$ cat src/rtl/serial_mag_comparator.sv
// Bit-serial MSB-first magnitude comparator with early exit on the first differing bit,
// unsigned/two's-complement modes and a saturating count of equal results.
module serial_mag_comparator #(
    parameter int WIDTH = 8,
    parameter int CNT_W = 8
) (
    input  logic             clk,
    input  logic             rst,
    input  logic             en,
    input  logic             start,
    input  logic [WIDTH-1:0] a,
    input  logic [WIDTH-1:0] b,
    input  logic             signed_mode,
    output logic             busy,
    output logic             done,
    output logic             eq,
    output logic             lt,
    output logic             gt,
    output logic [CNT_W-1:0] match_cnt
);

    localparam int IDX_W = (WIDTH > 1) ? $clog2(WIDTH) : 1;

    typedef enum logic [0:0] {
        IDLE = 1'b0,
        CMP  = 1'b1
    } state_t;

    state_t           state_r;
    logic [WIDTH-1:0] a_r;
    logic [WIDTH-1:0] b_r;
    logic             sgn_r;
    logic [IDX_W-1:0] idx_r;

    logic bit_a_s;
    logic bit_b_s;
    logic differ_s;
    logic invert_s;

    // Current bit pair under examination and whether sign-bit ordering applies
    always_comb begin
        bit_a_s  = a_r[idx_r];
        bit_b_s  = b_r[idx_r];
        differ_s = bit_a_s ^ bit_b_s;
        invert_s = sgn_r & (idx_r == IDX_W'(WIDTH - 1));
    end

    // Control FSM, operand shadow registers and registered result outputs
    always_ff @(posedge clk or posedge rst) begin
        if (rst) begin
            state_r   <= IDLE;
            a_r       <= {WIDTH{1'b0}};
            b_r       <= {WIDTH{1'b0}};
            sgn_r     <= 1'b0;
            idx_r     <= {IDX_W{1'b0}};
            busy      <= 1'b0;
            done      <= 1'b0;
            eq        <= 1'b0;
            lt        <= 1'b0;
            gt        <= 1'b0;
            match_cnt <= {CNT_W{1'b0}};
        end else if (en) begin
            done <= 1'b0;
            case (state_r)
                IDLE: begin
                    if (start) begin
                        a_r     <= a;
                        b_r     <= b;
                        sgn_r   <= signed_mode;
                        idx_r   <= IDX_W'(WIDTH - 1);
                        eq      <= 1'b0;
                        lt      <= 1'b0;
                        gt      <= 1'b0;
                        busy    <= 1'b1;
                        state_r <= CMP;
                    end
                end
                CMP: begin
                    if (differ_s) begin
                        // A set sign bit means the negative operand, so ordering flips there
                        gt      <= invert_s ? bit_b_s : bit_a_s;
                        lt      <= invert_s ? bit_a_s : bit_b_s;
                        done    <= 1'b1;
                        busy    <= 1'b0;
                        state_r <= IDLE;
                    end else if (idx_r == {IDX_W{1'b0}}) begin
                        eq      <= 1'b1;
                        done    <= 1'b1;
                        busy    <= 1'b0;
                        state_r <= IDLE;
                        if (match_cnt != {CNT_W{1'b1}}) begin
                            match_cnt <= match_cnt + CNT_W'(1);
                        end
                    end else begin
                        idx_r <= idx_r - IDX_W'(1);
                    end
                end
                default: begin
                    busy    <= 1'b0;
                    state_r <= IDLE;
                end
            endcase
        end
    end

endmodule

$ cat config.mk
export PLATFORM = sky130hd
export DESIGN_NAME = serial_mag_comparator
export DESIGN_NICKNAME = d
export VERILOG_FILES = /design/src/rtl/serial_mag_comparator.sv
export SDC_FILE = /design/constraint.sdc
export NUM_CORES = 1
export LEC_CHECK = 0
export CAP_MARGIN = 20
export CELL_PAD_IN_SITES_DETAIL_PLACEMENT = 1
export CELL_PAD_IN_SITES_GLOBAL_PLACEMENT = 1
export CORE_UTILIZATION = 40
export DETAILED_ROUTE_END_ITERATION = 12
export PLACE_DENSITY_LB_ADDON = 0.2
export SLEW_MARGIN = 15
export SYNTH_ARGS = -nofsm -noshare
export SYNTH_HDL_FRONTEND = slang
export SYNTH_SLANG_ARGS = --single-unit
export TNS_END_PERCENT = 10
$ cat constraint.sdc
create_clock -name clk -period 2.65 [get_ports clk]
set_input_delay 0.3975 -clock clk [delete_from_list [all_inputs] [get_ports clk]]
set_output_delay 0.3975 -clock clk [all_outputs]
set_load 0.05 [all_outputs]
==> results of run 1 <==
-- through the flow --
step	area, um^2	util
2_1_floorplan	1900	-
4_1_cts	2360	0.527
6_report	2360	0.527
3_3_place_gp	2270	0.508
5_1_grt	2360	0.527
3_5_place_dp	2270	0.508
-- cells in the mapped netlist (2+ instances only) --
cell / number
nand4_1: 3
a22o_1: 2
nand3_1: 5
dfrtp_1: 34
xnor2_1: 14
inv_1: 4
xor2_1: 4
mux2_2: 6
ha_1: 4
mux2i_1: 2
mux4_1: 5
clkbuf_1: 5
nand2_1: 63
buf_6: 2
nor2_1: 10
mux4_2: 3
and3_1: 2
-- final cells by class --
cell class / instances / share of cell area
Tap cell: 52 / 0.0276
Multi-Input combinational cell: 139 / 0.420
Inverter: 5 / 0.0101
Sequential cell: 34 / 0.361
Clock buffer: 6 / 0.0351
Timing Repair Buffer: 35 / 0.147
-- worst max-delay path by stage --
stage	slack, ns	endpoint	startpoint
4_1_cts	0.31	match_cnt[1]	idx_r[0]
3_5_place_dp	0.32	match_cnt[1]	idx_r[0]
6_report	0.31	match_cnt[1]	idx_r[0]
3_3_place_gp	0.43	match_cnt[1]	idx_r[0]
2_1_floorplan	0.55	match_cnt[1]	idx_r[0]
5_1_grt	0.18	match_cnt[2]	idx_r[0]
-- registers in the layout (all words and copies together), names as in the netlist, 3 cells and up --
signal     count
idx_r          3
match_cnt      8
a_r            8
b_r            8
-- power groups by stage --
stage	Combinational (W)	Sequential, W	Clock [W]
floorplan	0.000990	0.00103	0
global placement	0.00131	0.000989	0
detailed placement	0.00136	0.00101	0
CTS	0.00137	0.00100	0.000383
global route	0.00149	0.00104	0.000407
finish	0.00136	0.000998	0.000377
-- metal layers --
metal / track usage / routed length (um)
met5: 0 / 0
met1: 0.281 / 2090
met2: 0.308 / 1970
met4: 0.0600 / 57
met3: 0.0399 / 134
-- placed cells by master, fill, tap and decap left out, drive strengths merged, types with 2 or more instances in the layout --
cell	count
mux2i	2
o21ai	2
nor2	10
mux2	8
ha	4
clkdlybuf4s50	33
buf	2
nand4	3
nand2	63
clkbuf	6
xnor2	14
xor2	4
mux4	8
dfrtp	34
nand3	5
inv	5
and3	2
a22o	2
-- logic make-up after synthesis --
logic type / Yosys count / share of synthesized area
DFF: 34 / 0.447
muxes: 18 / 0.164
adders and majority gates: 4 / 0.0263
and+or+nand+nor: 88 / 0.199
buffers and inverters: 13 / 0.0368
xor gates and xnor gates: 18 / 0.0828
AOI/OAI and AO/OA: 11 / 0.0440
-- worst max-delay path, stage by stage (launching register included) --
cell     delay [ns]
dfrtp_1        0.51
inv_6          0.15
mux4_2         0.56
nor4b_4        0.53
o21ai_2        0.16
mux2_4         0.32
==> results.cfg, run 1 <==
[outcome]
status = completed

[pwr]
power_density_nw_per_um2 = 1160
p_seq_frac = 0.365
switchingPower_w = 0.00111
finalPower_w = 0.00273
ir_worst_vdd_uv = 518
switching_share = 0.407
p_leak_nw = 1.08
p_int_w = 0.00162
combinationalPowerShare = 0.497
clockPowerShare = 0.138

[global_routing]
antenna_found_initial = 0
grt_pass1_vias = 1548
grt_overflow = 0
grt_usage = 0.198
grt_max_degree = 35
grt_pass1_wl_um = 7710

[sta]
fmax_mhz = 427
fin_ws_ns = 0.307
skew_ns = 0.00356
hold_viol = 0
rsz0062_at_grt = no
drv_slew = 0
slew_headroom = 0.605
whs_ns = 0.483
fin_crit_ns = 2.34
fin_setup_tns_ns = 0
worst_pin_slew_ns = 0.593
post-route-period-util = 0.884
setup_viol = 0

[cts]
cts_tree = built
clk_latency_ns = 0.28
cts_buffers = 5
clock_sinks = 34
clk_pin_slew_ns = 0.07
postCtsSetupRepairBufs = 0
cts_max_level = 2
clk_path_buf_depth = 2
root_buffer = clkbuf_8
ctsResizeCount = 0
ctsHoldBuffers = 0

[setup_path]
start_kind = register
reg2reg_slack_ns = 0.31
crit_fanout = 8
cp.arrival_ns = 2.51
r2r-start = idx_r[0]
reg2reg_to = match_cnt[1]
critPathKind = reg -> reg
worst_setup_path_end_kind = register
worstPathRequired_ns = 2.82
r2r_cells = 5

[floorplan]
die_width_um = 71
core_um2 = 4470
io_pins = 34
start_util = 0.426
fp.dieH_um = 71
dieArea_um2 = 5040
rows = 24

[synth]
syn_area_um2 = 1900
synth_top_area_frac = 0.447
postSynthCellCount = 186
async_reset_ff_frac = 1.00
ys_seq_elements = 34
syn_area_per_cell_um2 = 10.2
ys.flop_type = dfrtp_1
synthTopCellsByArea = dfrtp_1 45%, nand2_1 12%, mux4_1 6.9%
yosysTopAreaCell = dfrtp_1
synth_edf_count = 0
yosysSeqAreaShare = 0.447
synth_fp_nets = 211
yosysWarnings = 0
ys_types = 35

[min_path]
holdCritStartpoint = done
holdPathStages = 1
holdPathEnd = done
hp-class = reg -> reg

[layout]
finalNonFillerCells = 271
antenna_cells = 0
final_layout_size_suffix_gt1_frac = 0.110
register_area_um2 = 851
final_nets = 245
synthToLayoutAreaGrowth_pct = 23.7
fillCellCount = 499
multi_input_comb_area_um2 = 988

[drt]
first_iter_violations = 72
wire_per_inst_um = 15.7
num_vias = 1452
drt_pass1_iterations = 6
drc = 0
drtAntennaViolNets = 0
drt-total-wl_um = 4250
routed_via_density = 5.36

[placement]
dp_worst_setup_slack_ns = 0.321
numPortBuffers = 33
dp_hpwl_um = 3260
place.gp.congestion = 0.864
dpl.cell_count = 265

[run]
maxCapViolCount = 0
Power figures use the tool's default switching activity.
==> run 2, diff against run 1 <==
- CORE_MARGIN: default -> 2
- RECOVER_POWER: default -> 100
- clock period: 2.65 -> 2.67 ns (I/O delays scaled with it)
==> results.cfg, run 2 (synthesis results as in run 1) <==
[setup_path]
critPathKind = reg -> reg
worst_setup_path_end_kind = register
path_cells = inv_6 > mux4_2 > nor4b_4 > o21ai_2 > mux2_1
slowest_delay_ns = 0.59
cp.arrival_ns = 2.57
crit_fanout = 8
crit_buf_inv = 1
reg2reg_to = match_cnt[1]
r2r_cells = 5
crit_cells = 5
worstPathRequired_ns = 2.84
cp_top_family = multiplexers
cp_slowest_cell = mux4_2
reg2reg_slack_ns = 0.27
r2r-start = idx_r[0]
start_kind = register

[sta]
slew_headroom = -0.215
post-route-period-util = 0.900
drv_slew = 35
fmax_mhz = 416
hold_viol = 0
fin_crit_ns = 2.40
skew_ns = 0.00903
worst_pin_slew_ns = 1.82
whs_ns = 0.475
rsz0062_at_grt = no
fin_setup_tns_ns = 0
setup_viol = 0

[placement]
numPortBuffers = 33
dpl.cell_count = 267
place.gp.congestion = 0.901
dp_hpwl_um = 3450
dpl_cell_area_um2 = 2280

[floorplan]
dieArea_um2 = 5330
rows = 25
io_pins = 34
core_um2 = 4660
fp.dieH_um = 73
start_util = 0.409
die_width_um = 73

[min_path]
holdCritStartpoint = done
holdPathStages = 1
hp-class = reg -> reg
holdPathEnd = done

[layout]
fin_area_um2 = 2360
final_nets = 245
finalNonFillerCells = 275
reg_top3 = a_r (8), b_r (8), match_cnt (8)
synthToLayoutAreaGrowth_pct = 23.9
fillCellCount = 525
antenna_cells = 0
final_layout_size_suffix_gt1_frac = 0.104
layout_common_cells = 63 x nand2_1, 34 x dfrtp_1, 19 x clkdlybuf4s50_1
layout_commonest_cell = nand2_1

[global_routing]
grt_overflow = 0
grt_pass1_vias = 1523
grt_max_degree = 35
grt_usage = 0.193
grt_pass1_wl_um = 7710
antenna_found_initial = 0

[cts]
cts_buffers = 5
cts_tree = built
postCtsSetupRepairBufs = 0
cts_max_level = 2
root_buffer = clkbuf_8
clk_path_buf_depth = 2
clk_pin_slew_ns = 0.06
ctsHoldBuffers = 0
clock_sinks = 34
clk_latency_ns = 0.29
ctsResizeCount = 0

[drt]
drt_pass1_iterations = 4
drtAntennaViolNets = 0
drt-total-wl_um = 4560
first_iter_violations = 119
routed_via_density = 5.16
wire_per_inst_um = 16.6
drc = 0
num_vias = 1418

[pwr]
power_density_nw_per_um2 = 1150
ir_worst_vdd_uv = 460
p_leak_nw = 1.11

[outcome]
status = finished, violations left
violations = max-capacitance violations, max-slew violations

[run]
maxCapViolCount = 1
-- run 2: how the worst max path moves through the flow --
stage,startpoint,end
2_1_floorplan,idx_r[0],match_cnt[1]
5_1_grt,rst,b_r[3]
4_1_cts,idx_r[0],match_cnt[1]
6_report,idx_r[0],match_cnt[1]
3_5_place_dp,idx_r[0],match_cnt[1]
3_3_place_gp,idx_r[0],match_cnt[1]
-- run 2: layout make-up --
type | instances | area [um^2] | area share
Inverter | 5 | 23.8 | 0.0101
Tap cell | 54 | 67.6 | 0.0286
Clock buffer | 7 | 86.3 | 0.0366
Timing Repair Buffer | 35 | 342 | 0.145
Multi-Input combinational cell | 139 | 985 | 0.417
Clock inverter | 1 | 5.00 | 0.00212
Sequential cell | 34 | 851 | 0.361
-- run 2: worst reg2reg max path, stage by stage (launching register included) --
cell and delay (ns):
dfrtp_1 0.51, inv_6 0.16, mux4_2 0.59, nor4b_4 0.53
o21ai_2 0.16, mux2_1 0.34
-- run 2: power breakdown --
group	switching [W]	total (W)	internal [W]
combinational	0.000665	0.00133	0.000669
sequential	0.000280	0.000996	0.000717
clock	0.000185	0.000393	0.000208
-- run 2: metal layers --
metal	up-vias	routed length, um	global-route usage	share of wire
met5	-	0	0	0
met4	0	80	0.0576	0.018
met3	10	178	0.0677	0.039
met2	24	2230	0.299	0.49
met1	690	2070	0.255	0.45
li1	694	-	-	-
-- run 2: through the flow --
stage / power, W / setup slack [ns] / util
2_1_floorplan: 0.00200 / 0.569 / -
3_3_place_gp: 0.00227 / 0.431 / 0.488
3_5_place_dp: 0.00236 / 0.267 / 0.488
4_1_cts: 0.00277 / 0.269 / 0.508
5_1_grt: 0.00293 / 0.105 / 0.506
6_report: 0.00272 / 0.268 / 0.506
==> run 3, diff against run 2 <==
- CELL_PAD_IN_SITES_DETAIL_PLACEMENT: 1 -> 0
==> results.cfg, run 3 (synthesis results as in run 1) <==
[floorplan]
io_pins = 34
fp.dieH_um = 73
dieArea_um2 = 5330
die_width_um = 73
start_util = 0.409
core_um2 = 4660
rows = 25

[cts]
clk_path_buf_depth = 2
root_buffer = clkbuf_8
cts_tree = built
ctsHoldBuffers = 0
clock_sinks = 34
postCtsSetupRepairBufs = 0
cts_max_level = 2
ctsResizeCount = 0
cts_buffers = 5
clk_pin_slew_ns = 0.06
clk_latency_ns = 0.28

[placement]
place.gp.congestion = 0.901
numPortBuffers = 33
dpl_cell_area_um2 = 2280
dp_hpwl_um = 2770

[global_routing]
grt_overflow = 0
grt_usage = 0.153
antenna_found_initial = 0
grt_pass1_wl_um = 6270
grt_max_degree = 35
grt_pass1_vias = 1403

[layout]
final_nets = 245
synthToLayoutAreaGrowth_pct = 25.1
fin_area_um2 = 2380
layout_common_cells = 63 x nand2_1, 34 x dfrtp_1, 18 x clkdlybuf4s50_1
final_layout_size_suffix_gt1_frac = 0.113
reg_top3 = a_r (8), b_r (8), match_cnt (8)
final_core_util = 0.511
layout_commonest_cell = nand2_1
antenna_cells = 0

[sta]
fin_crit_ns = 2.34
post-route-period-util = 0.876
whs_ns = 0.480
setup_viol = 0
hold_viol = 0
fmax_mhz = 427
drv_slew = 0
skew_ns = 0.00524
fin_setup_tns_ns = 0
rsz0062_at_grt = no
worst_pin_slew_ns = 0.549
slew_headroom = 0.634

[setup_path]
worst_setup_path_end_kind = register
start_kind = register
endpoint = match_cnt[1]
reg2reg_to = match_cnt[1]
startpoint = idx_r[0]
r2r_cells = 5
r2r-start = idx_r[0]
worstPathRequired_ns = 2.83
cp.arrival_ns = 2.50
critPathKind = reg -> reg
crit_fanout = 8
reg2reg_slack_ns = 0.33

[drt]
first_iter_violations = 26
routed_via_density = 5.09
wire_per_inst_um = 13.8
drtAntennaViolNets = 0
num_vias = 1399
drc = 0
drt_pass1_iterations = 4
drt-total-wl_um = 3790

[min_path]
hp-class = reg -> reg

[pwr]
p_leak_nw = 1.13
power_density_nw_per_um2 = 1140
ir_worst_vdd_uv = 583

[outcome]
status = completed

[run]
maxCapViolCount = 0
run 3: cell count changes in the layout (fill, tap and decap cells not counted), sizes merged:
cell and change:
buf +1, clkdlybuf4s50 -1, clkinv -1, dlygate4sd3 +1
run 3: worst min-delay path by stage:
stage / startpoint / end / slack (ns) / cells after the start
2_1_floorplan: sgn_r / sgn_r / 0.45 / 2
3_3_place_gp: done / done / 0.47 / 1
3_5_place_dp: done / done / 0.48 / 1
4_1_cts: done / done / 0.49 / 1
5_1_grt: done / done / 0.50 / 1
6_report: done / done / 0.48 / 1
run 3: routing by layer:
layer	vias to the layer above	share of wire	GRT usage	routed length, um
li1	696	-	-	-
met1	670	0.48	0.205	1810
met2	26	0.47	0.240	1760
met3	7	0.041	0.0387	155
met4	0	0.015	0.0556	57
met5	-	0	0	0
run 3: critical path, cell delays in order, from the launching register on:
cell and delay [ns]:
dfrtp_1 0.51, inv_6 0.15, mux4_2 0.57, nor4b_4 0.51, o21ai_2 0.14, mux2_1 0.34
run 3: layout make-up:
type	count	area [um^2]
Tap cell	54	67.6
Multi-Input combinational cell	139	985
Clock buffer	8	110
Fill cell	406	2280
Sequential cell	34	851
Inverter	5	23.8
Timing Repair Buffer	35	345
run 3: per-stage QoR:
stage | setup slack (ns) | total power [W] | cells
floorplan | 0.569 | 0.00200 | 186
global placement | 0.431 | 0.00227 | 267
detailed placement | 0.345 | 0.00230 | 267
CTS | 0.340 | 0.00276 | 275
global route | 0.158 | 0.00289 | 275
finish | 0.330 | 0.00271 | 275
run 3: power by group:
group	internal [W]	switching [W]	total, W	leakage (nW)
Sequential	0.000717	0.000267	0.000984	0.431
Clock	0.000260	0.000175	0.000435	0.0575
Combinational	0.000669	0.000618	0.00129	0.638
